==> src/rtl/baud_cfg_pkg.sv <==
// Shared types and constants for the baud-rate reconfiguration sequencer:
// rate-select encoding, divisor table for a 50 MHz clock, and the sequencer
// state encoding.
package baud_cfg_pkg;

  typedef enum logic [1:0] {
    RATE_4800  = 2'd0,
    RATE_9600  = 2'd1,
    RATE_19200 = 2'd2,
    RATE_38400 = 2'd3
  } rate_sel_e;

  localparam logic [15:0] DIV_4800  = 16'd651;
  localparam logic [15:0] DIV_9600  = 16'd326;
  localparam logic [15:0] DIV_19200 = 16'd163;
  localparam logic [15:0] DIV_38400 = 16'd81;

  // Smallest divisor the generator can run with; anything below is rejected.
  localparam logic [15:0] MIN_DIVISOR = 16'd2;

  typedef enum logic [2:0] {
    IDLE   = 3'd0,
    DRAIN  = 3'd1,
    WR_LO  = 3'd2,
    WR_HI  = 3'd3,
    SETTLE = 3'd4,
    DONE   = 3'd5
  } cfg_state_e;

  function automatic logic [15:0] rate_to_divisor(input rate_sel_e sel);
    case (sel)
      RATE_4800:  return DIV_4800;
      RATE_9600:  return DIV_9600;
      RATE_19200: return DIV_19200;
      RATE_38400: return DIV_38400;
      default:    return DIV_9600;
    endcase
  endfunction

endpackage

==> src/rtl/baud_cfg_ctrl.sv <==
// Baud generator reconfiguration sequencer. Resolves a rate code or raw
// divisor, holds off the link until TX/RX are idle, writes DB low then DB
// high, waits a short settle period and acknowledges the requester.
// Optional feature macro: BAUD_CFG_TIMEOUT_EN (bounded DRAIN wait with a
// sticky cfg_timeout flag); without it DRAIN waits indefinitely.
module baud_cfg_ctrl
  import baud_cfg_pkg::*;
#(
  parameter logic [15:0] DEFAULT_DIVISOR = 16'd326,
  parameter int unsigned SETTLE_CYCLES   = 2,
  parameter int unsigned TIMEOUT_CYCLES  = 1_000_000
) (
  input  logic        clk,
  input  logic        rst,
  input  logic        cfg_req,
  input  logic        cfg_raw,
  input  logic [1:0]  cfg_rate_sel,
  input  logic [15:0] cfg_divisor,
  input  logic        tx_busy,
  input  logic        rx_busy,
  output logic        cfg_busy,
  output logic        cfg_ack,
  output logic        cfg_err,
  output logic        cfg_timeout,
  output logic        link_hold,
  output logic        baud_write_en,
  output logic        baud_write_location,
  output logic [7:0]  baud_generator_write_line,
  output logic [15:0] cur_divisor
);

  localparam int unsigned SW = (SETTLE_CYCLES > 1) ? $clog2(SETTLE_CYCLES) : 1;

  cfg_state_e  state_q, state_d;
  logic [15:0] target_q, target_d;
  logic [15:0] cur_q, cur_d;
  logic        err_q, err_d;
  logic        timeout_q, timeout_d;
  logic [SW-1:0] settle_q, settle_d;
  logic [15:0] req_div;

`ifdef BAUD_CFG_TIMEOUT_EN
  localparam int unsigned TW = (TIMEOUT_CYCLES > 1) ? $clog2(TIMEOUT_CYCLES) : 1;
  logic [TW-1:0] tmo_q, tmo_d;
`else
  logic unused_timeout_cycles;
  assign unused_timeout_cycles = ^32'(TIMEOUT_CYCLES);
`endif

  // State and datapath registers with synchronous reset.
  always_ff @(posedge clk) begin
    if (rst) begin
      state_q   <= IDLE;
      target_q  <= '0;
      cur_q     <= DEFAULT_DIVISOR;
      err_q     <= 1'b0;
      timeout_q <= 1'b0;
      settle_q  <= '0;
`ifdef BAUD_CFG_TIMEOUT_EN
      tmo_q     <= '0;
`endif
    end else begin
      state_q   <= state_d;
      target_q  <= target_d;
      cur_q     <= cur_d;
      err_q     <= err_d;
      timeout_q <= timeout_d;
      settle_q  <= settle_d;
`ifdef BAUD_CFG_TIMEOUT_EN
      tmo_q     <= tmo_d;
`endif
    end
  end

  // Next-state logic: request acceptance, drain wait, write sequence, settle.
  always_comb begin
    state_d   = state_q;
    target_d  = target_q;
    cur_d     = cur_q;
    err_d     = err_q;
    timeout_d = timeout_q;
    settle_d  = settle_q;
`ifdef BAUD_CFG_TIMEOUT_EN
    tmo_d     = tmo_q;
`endif
    req_div   = cfg_raw ? cfg_divisor : rate_to_divisor(rate_sel_e'(cfg_rate_sel));

    case (state_q)
      IDLE: begin
        if (cfg_req) begin
          target_d  = req_div;
          timeout_d = 1'b0;
          if (req_div < MIN_DIVISOR) begin
            err_d   = 1'b1;
            state_d = DONE;
          end else begin
            err_d   = 1'b0;
            state_d = DRAIN;
`ifdef BAUD_CFG_TIMEOUT_EN
            tmo_d   = '0;
`endif
          end
        end
      end
      DRAIN: begin
        if (!tx_busy && !rx_busy) begin
          state_d = WR_LO;
        end
`ifdef BAUD_CFG_TIMEOUT_EN
        else if (tmo_q == TW'(TIMEOUT_CYCLES - 1)) begin
          state_d   = WR_LO;
          timeout_d = 1'b1;
        end else begin
          tmo_d = tmo_q + 1'b1;
        end
`endif
      end
      WR_LO: begin
        state_d = WR_HI;
      end
      WR_HI: begin
        cur_d    = target_q;
        settle_d = '0;
        state_d  = SETTLE;
      end
      SETTLE: begin
        if (settle_q == SW'(SETTLE_CYCLES - 1)) begin
          state_d = DONE;
        end else begin
          settle_d = settle_q + 1'b1;
        end
      end
      DONE: begin
        err_d   = 1'b0;
        state_d = IDLE;
      end
      default: begin
        state_d = IDLE;
      end
    endcase
  end

  // Output decode from registered state and data only.
  always_comb begin
    cfg_busy                  = (state_q != IDLE);
    cfg_ack                   = 1'b0;
    cfg_err                   = 1'b0;
    link_hold                 = 1'b0;
    baud_write_en             = 1'b0;
    baud_write_location       = 1'b0;
    baud_generator_write_line = '0;
    case (state_q)
      DRAIN: begin
        link_hold = 1'b1;
      end
      WR_LO: begin
        link_hold                 = 1'b1;
        baud_write_en             = 1'b1;
        baud_generator_write_line = target_q[7:0];
      end
      WR_HI: begin
        link_hold                 = 1'b1;
        baud_write_en             = 1'b1;
        baud_write_location       = 1'b1;
        baud_generator_write_line = target_q[15:8];
      end
      SETTLE: begin
        link_hold = 1'b1;
      end
      DONE: begin
        cfg_ack = 1'b1;
        cfg_err = err_q;
      end
      default: begin
      end
    endcase
  end

  assign cur_divisor = cur_q;
  assign cfg_timeout = timeout_q;

endmodule
==> config.mk <==
export PLATFORM = sky130hd
export DESIGN_NAME = baud_cfg_ctrl
export DESIGN_NICKNAME = d
export VERILOG_FILES = /design/src/rtl/baud_cfg_pkg.sv /design/src/rtl/baud_cfg_ctrl.sv
export SDC_FILE = /design/constraint.sdc
export NUM_CORES = 1
export LEC_CHECK = 0
export ABC_AREA = 1
export BUFFER_PORTS_ARGS = -buffer_cell sky130_fd_sc_hd__buf_2
export CAP_MARGIN = 20
export CORE_UTILIZATION = 33
export CTS_BUF_LIST = sky130_fd_sc_hd__clkbuf_8
export CTS_CLUSTER_SIZE = 24
export DETAILED_ROUTE_END_ITERATION = 7
export SKIP_LAST_GASP = 1
export SLEW_MARGIN = 40
export SYNTH_ARGS = -nofsm -noshare
export SYNTH_HDL_FRONTEND = slang
export SYNTH_SLANG_ARGS = --single-unit
==> constraint.sdc <==
create_clock -name clk -period 1.3 [get_ports clk]
set_clock_uncertainty 0.05 [all_clocks]
set_input_delay 0 -clock clk [delete_from_list [all_inputs] [get_ports clk]]
set_output_delay 0 -clock clk [all_outputs]
set_load 0.005 [all_outputs]
* Word-level counts from Yosys, hierarchy flattened *
Cells that the tools add are included.

word-level totals
  input bits = 24
  output and inout bits = 31
  bits in registers = 37

operators by class
  reduce and logical (&&, ||, !) cells = 13
  equal/unequal tests = 11
  $add $sub $neg = 1
  multiplexer cells = 18
  magnitude comparators = 1

operator list
  operator                                              number
  one-hot mux 16 bit (4 select lines)                   1
  < comparator 16 x 2 -> 1 bit (second input constant)  1
  2-to-1 mux 16 bit                                     1
  one-hot mux 8 bit (2 select lines)                    1
  one-hot mux 3 bit (5 select lines)                    1
  2-to-1 mux 3 bit                                      4
  2-to-1 mux 1 bit                                      8
  == test 3 x 2 -> 1 bit (second input constant)        2
  == test 3 bit (second input constant)                 2
  != test 2 bit (second input constant)                 3
  == test 2 bit (second input constant)                 2
  one-hot mux 1 bit (2 select lines)                    2
  AND reduction 2 bit                                   2
  nonzero test 2 bit                                    2
  OR reduction 4 bit                                    1
  == test 3 x 1 -> 1 bit (second input constant)        1
  logical NOT 3 bit                                     1
  AND reduction 3 bit                                   1
  nonzero test 3 bit                                    1
  == test 2 x 1 -> 1 bit (second input constant)        1
  logical NOT 1 bit                                     2
  logical NOT 2 bit                                     1
  OR reduction 2 bit                                    1
  adder 1 bit (second input constant)                   1
  logical AND 1 bit                                     1

* Depth between registers and ports, before layout *
  depth after elaboration = 7
  gate-level depth with buffers = 11
  gate-level depth less buffers = 10

* Worst setup path after synthesis *
No wires, ideal clock.

  path type = flip-flop to flip-flop
  from = register state_q[1]
  to = register target_q[0]
  library setup time = 0.119 ns
  cell stages (with the launch flop) = 8
  required time = 1.131 ns
  data arrival time = 1.052 ns
  clock period less this slack = 1.221 ns
  setup slack = 0.079 ns
  path through = dfxtp_1 -> nor2_2 -> nand2_1 -> nor2_2 -> inv_2 -> buf_2 -> o21ai_1 -> a21oi_1

between the ends
  cells in the longest elaborated chain, start to end = 2

RTL lines
  element                        RTL line             text
  start, declared                baud_cfg_ctrl.sv:34  cfg_state_e state_q, state_d;
  start signal, assigned         baud_cfg_ctrl.sv:63  state_q <= state_d;
  logical NOT 3 bit              baud_cfg_ctrl.sv:88  case (state_q)
  AND reduction 2 bit (no line)  --
  end signal, assigned           baud_cfg_ctrl.sv:64  target_q <= target_d;
  end, declared                  baud_cfg_ctrl.sv:35  logic [15:0] target_q, target_d;

No other way between the ends.
A chain may end at the register's enable or synchronous reset.

* Worst setup path after layout *
  from = register state_q[2]
  to = output port baud_write_location

between the ends
  cells in the longest elaborated chain, start to end = 2

RTL lines
  element                 RTL line              text
  == test 3 x 2 -> 1 bit  baud_cfg_ctrl.sv:152  case (state_q)
  2-to-1 mux 1 bit        baud_cfg_ctrl.sv:152
  end, declared           baud_cfg_ctrl.sv:27   output logic baud_write_location,

No other way between the ends.

==> parameters.txt <==
Parameter                              Value

Outcome
  Run status ... finished with violations
  Violations in the final reports ... negative setup slack

Routing
  Final ANT Viol Nets ... 0
  Detailed-route DRC error count ... 0
  Initial drt markers ... 101
  Routed wire length ... 4770 µm
  Number of detailed-routing iterations run before antenna repair ... 4
  Number of vias in the routed layout ... 1731
  Number of vias per cell ... 4.63
  Routed len/inst ... 12.7 µm

Die
  Die X-Extent ... 72.5 µm
  Row count ... 25
  I/O pin total ... 55
  Starting Density ... 34.4%
  Die Footprint ... 5250 µm²
  Core box area ... 4750 µm²
  Die outline height ... 72.5 µm

STA
  Final cycle utilization of the critical path ... 108%
  Final critical path time including I/O delays and setup ... 1.40 ns
  Final worst setup slack ... -0.102 ns
  Unrepaired setup endpoints after global routing ... true
  Setup-violating endpoint count in the final report ... 27
  Number of endpoints with negative hold slack in the final report ... 0
  Upper clock frequency limit ... 713 MHz
  Pins Over Slew Limit ... 0

Layout
  Count of fill cells added during filler insertion ... 490
  Antenna diode count ... 0
  Register area ... 747 µm²
  Area of combinational cells with multiple inputs ... 901 µm²
  Net count, final ... 332
  Share of cells above drive strength 1 ... 42.7%
  Final core occ ... 52.0%
  Signed area change from the synthesized netlist to the final layout ... 51.0%
  Post-route insts no fill ... 374

Power
  Maximum vdd drop ... 0.000418 V
  Overall power after layout ... 3.00 mW
  Share of total power in combinational logic ... 30.6%
  Power density relative to cell area ... 1210 nW/µm²
  Internal cell power ... 1.98 mW
  Reported leakage power ... 1.23 nW
  Switching Fraction ... 33.9%
  Clk network pwr share ... 24.1%
  Sequential fraction of design power ... 45.3%
  Net switching power of the design ... 1.02 mW

Clocking
  Latest clock arrival within the worst-skew pair ... 0.28 ns
  Clock-pin slew of the registers on the worst-case setup and hold paths ... 0.07 ns
  Clock root buffer ... sky130_fd_sc_hd__clkbuf_8
  Number of buffers created by CTS ... 5
  CTS tree ... yes
  H-tree Lvls ... 2
  Number of clock sinks seen by CTS ... 37
  Longest Clk Path Bufs ... 2

Placed design
  Final estimated routing congestion in global placement ... 0.865
  Post-place setup slack ... 0.0348 ns
  Count of port buffers added during placement ... 53
  Final HPWL DP ... 3200 µm
  Placed cells ... 348

Global route
  Vias in the first global route ... 1504
  Largest net degree at the start of global routing ... 23
  Antenna violations before repair ... 0
  First-pass GRT wire length ... 7070 µm
  Total congestion overflow after global routing ... 0
  Global-route usage over all layers ... 17.6%

Setup path
  Type of element launching the critical path ... flop
  Worst Path Max Fanout ... 8
  Cell with the biggest individual delay on the critical path ... sky130_fd_sc_hd__dfxtp_2
  Crit-path cells ... nor2_4 -> nand2_4 -> clkinv_4 -> buf_12 -> buf_6 -> buf_2
  Required time of the critical path ... 1.25 ns
  Worst EP arrival ... 1.35 ns
  Crit Path Category ... reg2out
  Capturing element type of the critical path ... output port
  Delay of the slowest cell on the worst path ... 0.36 ns

Logic synthesis
  Average cell area after synthesis ... 7.15 µm²
  Net count after synthesis ... 253
  Ranking of synthesized cells by instance count ... 50 x sky130_fd_sc_hd__nand2_1, 37 x sky130_fd_sc_hd__dfxtp_1, 32 x sky130_fd_sc_hd__a21oi_1
  Cell area after synthesis ... 1640 µm²
  Unique cell type count in the Yosys netlist ... 24
  Largest cells by area after synthesis ... sky130_fd_sc_hd__dfxtp_1 45%, sky130_fd_sc_hd__nand2_1 11%, sky130_fd_sc_hd__a21oi_1 9.8%
  Most used flip-flop cell after synthesis ... sky130_fd_sc_hd__dfxtp_1
  Cell type with the highest aggregate area in the netlist ... sky130_fd_sc_hd__dfxtp_1
  Share of the synthesized area in the top cell type ... 45.2%
  Sequential area share after synthesis ... 45.2%
  Seq cells post-synth ... 37
  Post-Synthesis Cells ... 229
  Warnings, synthesis ... 0
  Number of synthesized flops with an enable pin ... 0
  Share of synthesized registers carrying an async set or reset ... 0%
  Top-count cell post-synth ... sky130_fd_sc_hd__nand2_1

Run
  MaxCap Viol Count ... 0

Hold path
  Hold WC Path Type ... in2reg
==> through the flow <==
stage	setup TNS, ns	hold WS (ns)	area [µm²]
2_1_floorplan	0	0.0191	1640
3_3_place_gp	0	0.214	2020
3_5_place_dp	0	0.230	2020
4_1_cts	-1.35	0.0395	2270
5_1_grt	-3.57	0.0577	2470
6_report	-1.50	0.0521	2470
==> critical path: cells and delay by family (launching register included) <==
family	cells	cell delay, ns
and+or+nand+nor	2	0.25
buffers and inverters	4	0.46
DFF	1	0.36
==> cell type report <==
class	instances	area share, %
Inverter	28	4.86
Timing Repair Buffer	82	22.1
Tap cell	67	3.39
Clock inverter	1	0.202
Sequential cell	37	30.2
Clock buffer	5	2.78
Multi-Input combinational cell	154	36.4
==> placed cells by master, fill, tap and decap left out, types with 7 or more instances in the layout <==
cell type,count
sky130_fd_sc_hd__inv_2,9
sky130_fd_sc_hd__nand2_4,10
sky130_fd_sc_hd__buf_2,53
sky130_fd_sc_hd__dfxtp_1,34
sky130_fd_sc_hd__a21oi_1,32
sky130_fd_sc_hd__o21ai_0,16
sky130_fd_sc_hd__o21ai_2,9
sky130_fd_sc_hd__nor2_1,7
sky130_fd_sc_hd__nand2_1,38
sky130_fd_sc_hd__buf_4,14
sky130_fd_sc_hd__inv_1,15
sky130_fd_sc_hd__dlygate4sd3_1,8
sky130_fd_sc_hd__nand3_1,11
==> per-layer routing <==
layer  up-vias  GRT usage [%]  routed length [µm]
met5         -              0                   0
met4         0           7.19                  72
met3         8           3.06                 232
met2        52           27.6                2290
met1       773           24.0                2170
li1        898              -                   -
==> worst paths after layout <==
check             cells after the start  slack, ns                    startpoint                           end
hold / removal                        5       0.05                cfg_divisor[1]      target_q[1]$_SDFFE_PP0P_
hold reg to reg                       2       0.41  cur_divisor[13]$_SDFFE_PP0P_  cur_divisor[13]$_SDFFE_PP0P_
setup reg to reg                      7      -0.08       state_q[1]$_SDFFE_PP0P_            err_q$_SDFFE_PP0P_
setup / recovery                      6      -0.10       state_q[2]$_SDFFE_PP0P_           baud_write_location
==> registers in the layout, indices dropped and copies added, names as in the netlist <==
register	flops
target_q	16
cur_divisor	16
err_q	1
settle_q	1
state_q	3
==> power by group through the flow <==
| stage | logic (mW) | registers, mW | clock network, mW |
|---|---|---|---|
| final | 0.919 | 1.36 | 0.722 |
| after detailed placement | 0.641 | 1.35 | 0 |
| after floorplan | 0.415 | 1.33 | 0 |
| after global placement | 0.636 | 1.35 | 0 |
| after global routing | 1.02 | 1.37 | 0.798 |
| after CTS | 0.724 | 1.34 | 0.748 |
==> what timing repair did <==
action / in CTS / in global routing
hold endpoints to repair: 8 / 0
resized for setup: 29 / 47
cloned: 0 / 2
setup endpoints to repair: 12 / 33
pin swaps: 3 / 7
hold buffers: 8 / 0
setup buffers: 5 / 5
==> logic make-up (layout without fill, tap and decap cells) <==
logic type | count (synthesis) | after routing | share of synthesized area [%]
AND/OR/NAND/NOR | 82 | 83 | 21.2
AO/OA/AOI/OAI | 70 | 70 | 22.5
buffers and inverters | 39 | 116 | 10.8
flip-flops | 37 | 37 | 45.2
other | 1 | 1 | 0.229
(Power assumes the default switching activity.)
